**config.mk**
```make
export PLATFORM = sky130hd
export DESIGN_NAME = frame_serializer
export DESIGN_NICKNAME = d
export VERILOG_FILES = /design/src/rtl/spectro_pkg.sv /design/src/rtl/frame_serializer_piso.sv /design/src/rtl/frame_serializer.sv
export SDC_FILE = /design/constraint.sdc
export NUM_CORES = 1
export LEC_CHECK = 0
export BUFFER_PORTS_ARGS = -buffer_cell sky130_fd_sc_hd__buf_2
export CAP_MARGIN = 20
export CORE_MARGIN = 2
export CORE_UTILIZATION = 45
export CTS_CLUSTER_DIAMETER = 30
export DETAILED_ROUTE_END_ITERATION = 10
export PLACE_DENSITY = 0.78
export SETUP_SLACK_MARGIN = 0.5
export SLEW_MARGIN = 30
export SYNTH_ARGS = -nofsm -noshare
export SYNTH_HDL_FRONTEND = slang
export SYNTH_SLANG_ARGS = --single-unit
```
**constraint.sdc**
```tcl
create_clock -name clk -period 2.73 [get_ports clk]
set_input_delay 0.546 -clock clk [delete_from_list [all_inputs] [get_ports clk]]
set_output_delay 0.546 -clock clk [all_outputs]
set_load 0.01 [all_outputs]
```
**src/rtl/spectro_pkg.sv**
```systemverilog
// Shared definitions for the spectrogram readout path: sequencer state
// encoding and the per-slot length helper.
// Optional build macro FRAME_PARITY_EN appends an even-parity bit to every slot.
package spectro_pkg;

    localparam logic [1:0] ST_IDLE  = 2'd0;
    localparam logic [1:0] ST_SEND  = 2'd1;
    localparam logic [1:0] ST_CLEAR = 2'd2;

    typedef enum logic [1:0] {
        IDLE  = ST_IDLE,
        SEND  = ST_SEND,
        CLEAR = ST_CLEAR
    } state_e;

    // Serial cycles spent on one slot: the word itself plus the optional parity bit.
    function automatic int slot_len(input int word_w);
`ifdef FRAME_PARITY_EN
        return word_w + 1;
`else
        return word_w;
`endif
    endfunction

endpackage

```
**src/rtl/frame_serializer_piso.sv**
```systemverilog
// piso_shift: parallel-in serial-out register with a registered serial tap.
// q carries the bit chosen during the previous cycle: the word MSB on load,
// the next lower bit on each shift, the captured parity when emit_par is set,
// and 0 otherwise.
// Optional build macro FRAME_PARITY_EN adds the parity capture register.
module piso_shift #(
    parameter int W = 12
) (
    input  logic         clk,
    input  logic         reset,
    input  logic         load,
    input  logic         shift,
    input  logic         emit_par,
    input  logic [W-1:0] d,
    output logic         q
);

    logic [W-1:0] shreg;
    logic         par_bit;

`ifdef FRAME_PARITY_EN
    // Even parity of the word, captured alongside the load so it outlives the shifts.
    always_ff @(posedge clk or posedge reset) begin
        if (reset) begin
            par_bit <= 1'b0;
        end else if (load) begin
            par_bit <= ^d;
        end
    end
`else
    assign par_bit = 1'b0;
`endif

    // Word register: load the whole word, then move it up one place per shift.
    always_ff @(posedge clk or posedge reset) begin
        if (reset) begin
            shreg <= '0;
        end else if (load) begin
            shreg <= d;
        end else if (shift) begin
            shreg <= {shreg[W-2:0], 1'b0};
        end
    end

    // Serial output: after every load/shift q equals the new shreg MSB, so the
    // shift path taps the bit that is about to move into the MSB position.
    always_ff @(posedge clk or posedge reset) begin
        if (reset) begin
            q <= 1'b0;
        end else if (load) begin
            q <= d[W-1];
        end else if (shift) begin
            q <= shreg[W-2];
        end else if (emit_par) begin
            q <= par_bit;
        end else begin
            q <= 1'b0;
        end
    end

endmodule

```
**src/rtl/frame_serializer.sv**
```systemverilog
// frame_serializer: on an ovf request walks N_SLOTS slots (slot 0 = RTC,
// the rest channel counters), steering the external mux with sel, loading each
// word into the PISO and shifting it out MSB first, then pulses rst_ch once.
// Optional build macro FRAME_PARITY_EN: each slot gets a trailing even-parity bit.
module frame_serializer
    import spectro_pkg::*;
#(
    parameter int N_SLOTS = 16,
    parameter int WORD_W  = 12
) (
    input  logic                       clk,
    input  logic                       reset,
    input  logic                       ovf,
    input  logic [WORD_W-1:0]          data_in,
    output logic [$clog2(N_SLOTS)-1:0] sel,
    output logic                       load,
    output logic                       ser_out,
    output logic                       ser_valid,
    output logic                       busy,
    output logic                       rst_ch,
    output logic                       overrun
);

    localparam int SEL_W    = $clog2(N_SLOTS);
    localparam int SLOT_LEN = slot_len(WORD_W);
    localparam int CNT_W    = $clog2(SLOT_LEN);

    localparam logic [CNT_W-1:0] LAST_BIT  = CNT_W'(SLOT_LEN - 1);
    localparam logic [SEL_W-1:0] LAST_SLOT = SEL_W'(N_SLOTS - 1);

    state_e           state;
    logic [SEL_W-1:0] slot;
    logic [CNT_W-1:0] bit_cnt;
    logic             ovf_q;
    logic             in_send;
    logic             par_cycle;
    logic             shift;

    assign in_send = (state == SEND);
`ifdef FRAME_PARITY_EN
    // The extra bit after the word LSB is the parity slot.
    assign par_cycle = in_send && (bit_cnt == LAST_BIT);
`else
    assign par_cycle = 1'b0;
`endif

    assign sel    = slot;
    assign load   = in_send && (bit_cnt == '0);
    assign shift  = in_send && !load && !par_cycle;
    assign busy   = (state != IDLE);
    assign rst_ch = (state == CLEAR);

    // Sequencer: slot and bit counters advance only while sending a frame.
    always_ff @(posedge clk or posedge reset) begin
        if (reset) begin
            state   <= IDLE;
            slot    <= '0;
            bit_cnt <= '0;
        end else begin
            case (state)
                IDLE: begin
                    if (ovf) begin
                        state   <= SEND;
                        slot    <= '0;
                        bit_cnt <= '0;
                    end
                end
                SEND: begin
                    if (bit_cnt == LAST_BIT) begin
                        bit_cnt <= '0;
                        if (slot == LAST_SLOT) begin
                            state <= CLEAR;
                            slot  <= '0;
                        end else begin
                            slot <= slot + 1'b1;
                        end
                    end else begin
                        bit_cnt <= bit_cnt + 1'b1;
                    end
                end
                CLEAR: begin
                    state <= IDLE;
                end
                default: begin
                    state <= IDLE;
                end
            endcase
        end
    end

    // Valid qualifier: registered with the same one-cycle lag as ser_out.
    always_ff @(posedge clk or posedge reset) begin
        if (reset) begin
            ser_valid <= 1'b0;
        end else begin
            ser_valid <= in_send;
        end
    end

    // Overrun: a fresh request (ovf rising) arriving while a frame is in flight.
    // A level held from IDLE through the frame is a back-to-back request, not an overrun.
    always_ff @(posedge clk or posedge reset) begin
        if (reset) begin
            ovf_q   <= 1'b0;
            overrun <= 1'b0;
        end else begin
            ovf_q <= ovf;
            if (busy && ovf && !ovf_q) begin
                overrun <= 1'b1;
            end
        end
    end

    piso_shift #(
        .W (WORD_W)
    ) u_piso (
        .clk      (clk),
        .reset    (reset),
        .load     (load),
        .shift    (shift),
        .emit_par (par_cycle),
        .d        (data_in),
        .q        (ser_out)
    );

endmodule
```
======== Word-level counts from Yosys, hierarchy flattened ========
Cells that the tools add are included.
storage, ports and cells
  word-level logic and storage cells ...... 45
  output and inout port bits .............. 10
  flip-flop bits (word level) ............. 25
operators by class
  equal/unequal tests ..................... 7
  mux-type cells .......................... 14
  add/sub/neg operators ................... 2
  reduce and logical (&&, ||, !) cells .... 14
operator list
  cell                                                   count
  two-way mux 11 bit                                     2
  two-way mux 4 bit                                      4
  case mux 4 bit (2 select lines)                        2
  adder 4 x 1 -> 4 bit, second input constant            2
  == test 4 bit, second input constant                   2
  two-way mux 2 bit                                      3
  AND reduction 3 bit                                    2
  nonzero test 2 bit                                     3
  logical AND 1 bit                                      4
  zero test 4 bit                                        1
  inequality test 2 x 1 -> 1 bit, second input constant  2
  case mux 2 bit (2 select lines)                        1
  == test 2 x 1 -> 1 bit, second input constant          1
  == test 2 bit, second input constant                   1
  zero test 1 bit                                        2
  zero test 2 bit                                        1
  two-way mux 1 bit                                      2
  inequality test 2 bit, second input constant           1
  AND reduction 2 bit                                    1

======== Logic depth before layout (Yosys ltp) ========
  word-level depth ........................ 6
  depth in mapped cells ................... 6

======== Cells and area by module ========
A second synthesis with hierarchy kept.
second synthesis, totals
  cells, all modules ...................... 117
  area total of the unflattened synthesis .. 1203.7 µm²
modules (own cells, without submodules)
  module            cells each  sequential area each (µm²)  area each (µm²)  instances
  frame_serializer  65          325.3                       659.4            1
  piso_shift        52          300.3                       544.3            1

======== Worst setup path after synthesis ========
OpenSTA, ideal clock, no wires.
  path type ............................... register to output
  start ................................... register bit_cnt[0]
  end ..................................... output load
  setup slack ............................. 0.908 ns
  arrival time ............................ 1.276 ns
  buffers on the path ..................... 1
  cell stages (with the launch flop) ...... 6
  path through ............................ dfrtp_1 > inv_1 > ha_1 > nor3b_1 > clkbuf_1 > and2_1
between the ends
  cells in the longest elaborated chain, start to end .. 2
ends and longest elaborated chain
  what                      line                    source
  start: declaration        frame_serializer.sv:33  logic [CNT_W-1:0] bit_cnt;
  start signal: assignment  frame_serializer.sv:78  bit_cnt <= bit_cnt + 1'b1;
  zero test 4 bit           frame_serializer.sv:48  assign load = in_send && (bit_cnt == '0);
  logical AND 1 bit         frame_serializer.sv:48
  end: declaration          frame_serializer.sv:16  output logic load,
No other way between the ends.

======== Final worst setup path ========
Ends and elaborated chain as after synthesis.

==> key figures <==
Status
  • Status: completed

Synth
  • EDFF count, synth: 0
  • Unique masters post-synth: 37
  • Cells after Synth: between 100 and 150
  • Largest area contributor in the netlist: dfrtp_1
  • Flops & latches, synth: 25
  • Primary FF master, synth: dfrtp_1
  • Seq/Total Area, Yosys: 0.519
  • Yosys warns: 0
  • Syn Nets: 123
  • Syn Area/Cell: 11.5 um^2
  • FFs w/ async S/R, synth: 1.00
  • Synth top cells by count: dfrtp_1, a221o_1, and3_1
  • Top cells by area, synth: dfrtp_1, a221o_1, and3_1
  • Post-Syn Area: 1200 um^2
  • Top-area cell type share of the netlist area: 0.519
  • Top-count cell post-synth: dfrtp_1

Clocking
  • TritonCTS clock tree: built
  • H-Tree Depth: 1
  • # hold bufs at CTS: 0
  • Clk_lat worst skew: roughly 0.32 ns
  • Clock slew at reported path FFs: 0.14 ns
  • CTS root buffer: clkbuf_4
  • CTS Buf Count: 3
  • CTS sink count: 25
  • Max Buffers Root-to-Sink: 2

Finish
  • Sequential Area: roughly 630 um^2
  • Post-Layout Inst Area: 1400 um^2
  • Share of layout cells above drive strength 1: 0.326
  • Fin util: 0.560
  • Multi-input gate area: approximately 520 um^2
  • Area grow syn2layout: 16.2%
  • Antenna Cells: 0
  • Nets: 151
  • Final-layout fill cell count: 220

Critical path
  • R2R Path Start: bit_cnt[0]$_DFFE_PP0P_
  • CP Class: register to output port
  • Critical Path Source: bit_cnt[0]$_DFFE_PP0P_
  • Crit Path Max Fanout: 6
  • CP required: 2.18 ns
  • CP max-delay cell: dfrtp_1
  • Buf+Inv Stages, Crit Path: 3
  • Critical Path Source Type: register
  • Worst EP arrival: 1.62 ns
  • CP Capture Type: output port
  • Ordered cell list for the critical path: inv_1 -> ha_1 -> nor3b_2 -> buf_4 -> and2_1 -> buf_2
  • Max incr delay on CP: 0.43 ns
  • Crit path max-delay family: flip-flops

STA
  • Fin. Hold Viols: 0
  • Setup_tns: 0 ns
  • Fin crit share: 0.793
  • Fin crit period: 2.17 ns
  • Slew Limit Fails: 0
  • Max-slew headroom: 0.528
  • Setup-failing EPs final: 0
  • FMAX: 462 MHz
  • RSZ-0062 raised after global routing: false
  • Worst-Margin Slew: roughly 0.7 ns
  • Fin Clk Skew: 0.0137 ns

Drt
  • Total number of vias: 935
  • DRT Pass-1 Iters: 4
  • Antenna viol nets, final: 0
  • Vias per inst: just under 6
  • Final wirelength: between 2000 and 2500 um
  • DRC viols: 0
  • Starting DRT DRC Count: 18
  • WL/cell: approximately 15 um

Global routing
  • Tot GR Track Use: 0.170
  • Gr ovfl total: 0
  • First-pass GRT wire length: 4240 um
  • Largest net degree at the start of global routing: 26
  • Initial antenna violation count: 0
  • Vias in the first global route: 916

Pwr
  • Pwr Density: 904 nW/um^2
  • Lkg Pwr: 0.684 nW
  • Worst VDD drop: 0.504 mV
  • Pwr Total: 1.27 mW

Placement
  • Dpl hpwl: 1690 um
  • Buffers on Ports: 24
  • Dpl cell area: 1340 um^2
  • RD Place Congestion: 0.785

Floorplanning
  • I/O pin cnt: 25
  • Core area: 2500 um^2
  • Cell Rows: 18
  • Starting Density: 0.482
  • Die area: 3110 um^2
  • Die H: 55.7 um
  • Die width: roughly 56 um

Worst hold path
  • Min-delay worst type: primary input to asynchronous set/reset pin

Flow run
  • Max-cap viol count: 0
metrics by stage:
| stage | hold WS [ns] | instances | setup WS [ns] |
|---|---|---|---|
| after floorplan | 0.474 | 105 | 0.908 |
| after global placement | 0.445 | 155 | 0.948 |
| after detailed placement | 0.458 | 155 | 0.903 |
| after CTS | 0.382 | 159 | 0.528 |
| after global routing | 0.269 | 162 | 0.467 |
| final | 0.229 | 162 | 0.565 |
cell families (layout without fill, tap and decap cells):
| family | count (synthesis) | count (layout) | share of synthesized area |
|---|---|---|---|
| muxes | 1 | 1 | 0.00935 |
| DFF | 25 | 25 | 0.519 |
| AOI/OAI and AO/OA | 30 | 30 | 0.223 |
| buffers and inverters | 14 | 41 | 0.0530 |
| and+or+nand+nor | 32 | 32 | 0.164 |
| adders and majority gates | 3 | 3 | 0.0312 |
placed cells by master (no fill, tap or decap), types with 2 or more instances in the layout:
cell / instances
o21ai_0: 2
o31ai_1: 2
buf_2: 24
nand3_1: 2
nand2_1: 4
and2_1: 2
inv_1: 6
a22o_1: 3
or2_2: 2
inv_2: 2
and3_1: 10
buf_4: 5
nand2b_1: 3
a31oi_1: 2
a221o_1: 11
dfrtp_1: 24
ha_1: 3
clkbuf_4: 3
state kept, by name, summed over array words and instances (netlist names):
name          count
ovf_q             1
u_piso.q          1
sel               4
ser_valid         1
u_piso.shreg     11
overrun           1
state             2
bit_cnt           4
report_power, final:
part,total (mW),internal [mW],switching (mW)
logic,0.499,0.267,0.232
registers,0.603,0.494,0.109
clock network,0.164,0.0549,0.109
total,1.27,0.816,0.449
area by class of cell:
cell class              count  area share
clock inverters             1     0.00357
inverters                   8      0.0214
flip-flops and latches     25       0.448
multi-input cells          66       0.372
repair buffers             29       0.113
clock buffers               3      0.0161
well taps                  30      0.0268
routing by layer:
metal,global-route usage,up-vias,wire (um)
met5,0,-,0
met4,0.0592,0,24
met3,0.0302,4,86
met2,0.279,19,1230
met1,0.227,458,1150
li1,-,454,-
path summary, 6_finish.rpt:
check                                                    to  slack [ns]  cells past startpoint
worst max-delay path                                   load        0.56                      6
worst min-delay path                     sel[3]$_DFFE_PP0P_        0.23                      2
worst max register to register  u_piso.shreg[4]$_DFFE_PP0P_        0.90                      6
worst min register to register          overrun$_DFFE_PP0P_        0.48                      1
max in group asynchronous              state[0]$_DFFE_PP0P_        2.10                      2
min in group clk                            ovf_q$_DFF_PP0_        0.38                      1
timing repair:
action | 4_1_cts | 5_1_grt
resized for setup | 0 | 2
buffers inserted | 0 | 3
endpoints found under the setup margin | 0 | 1
(Power assumes the default switching activity.)
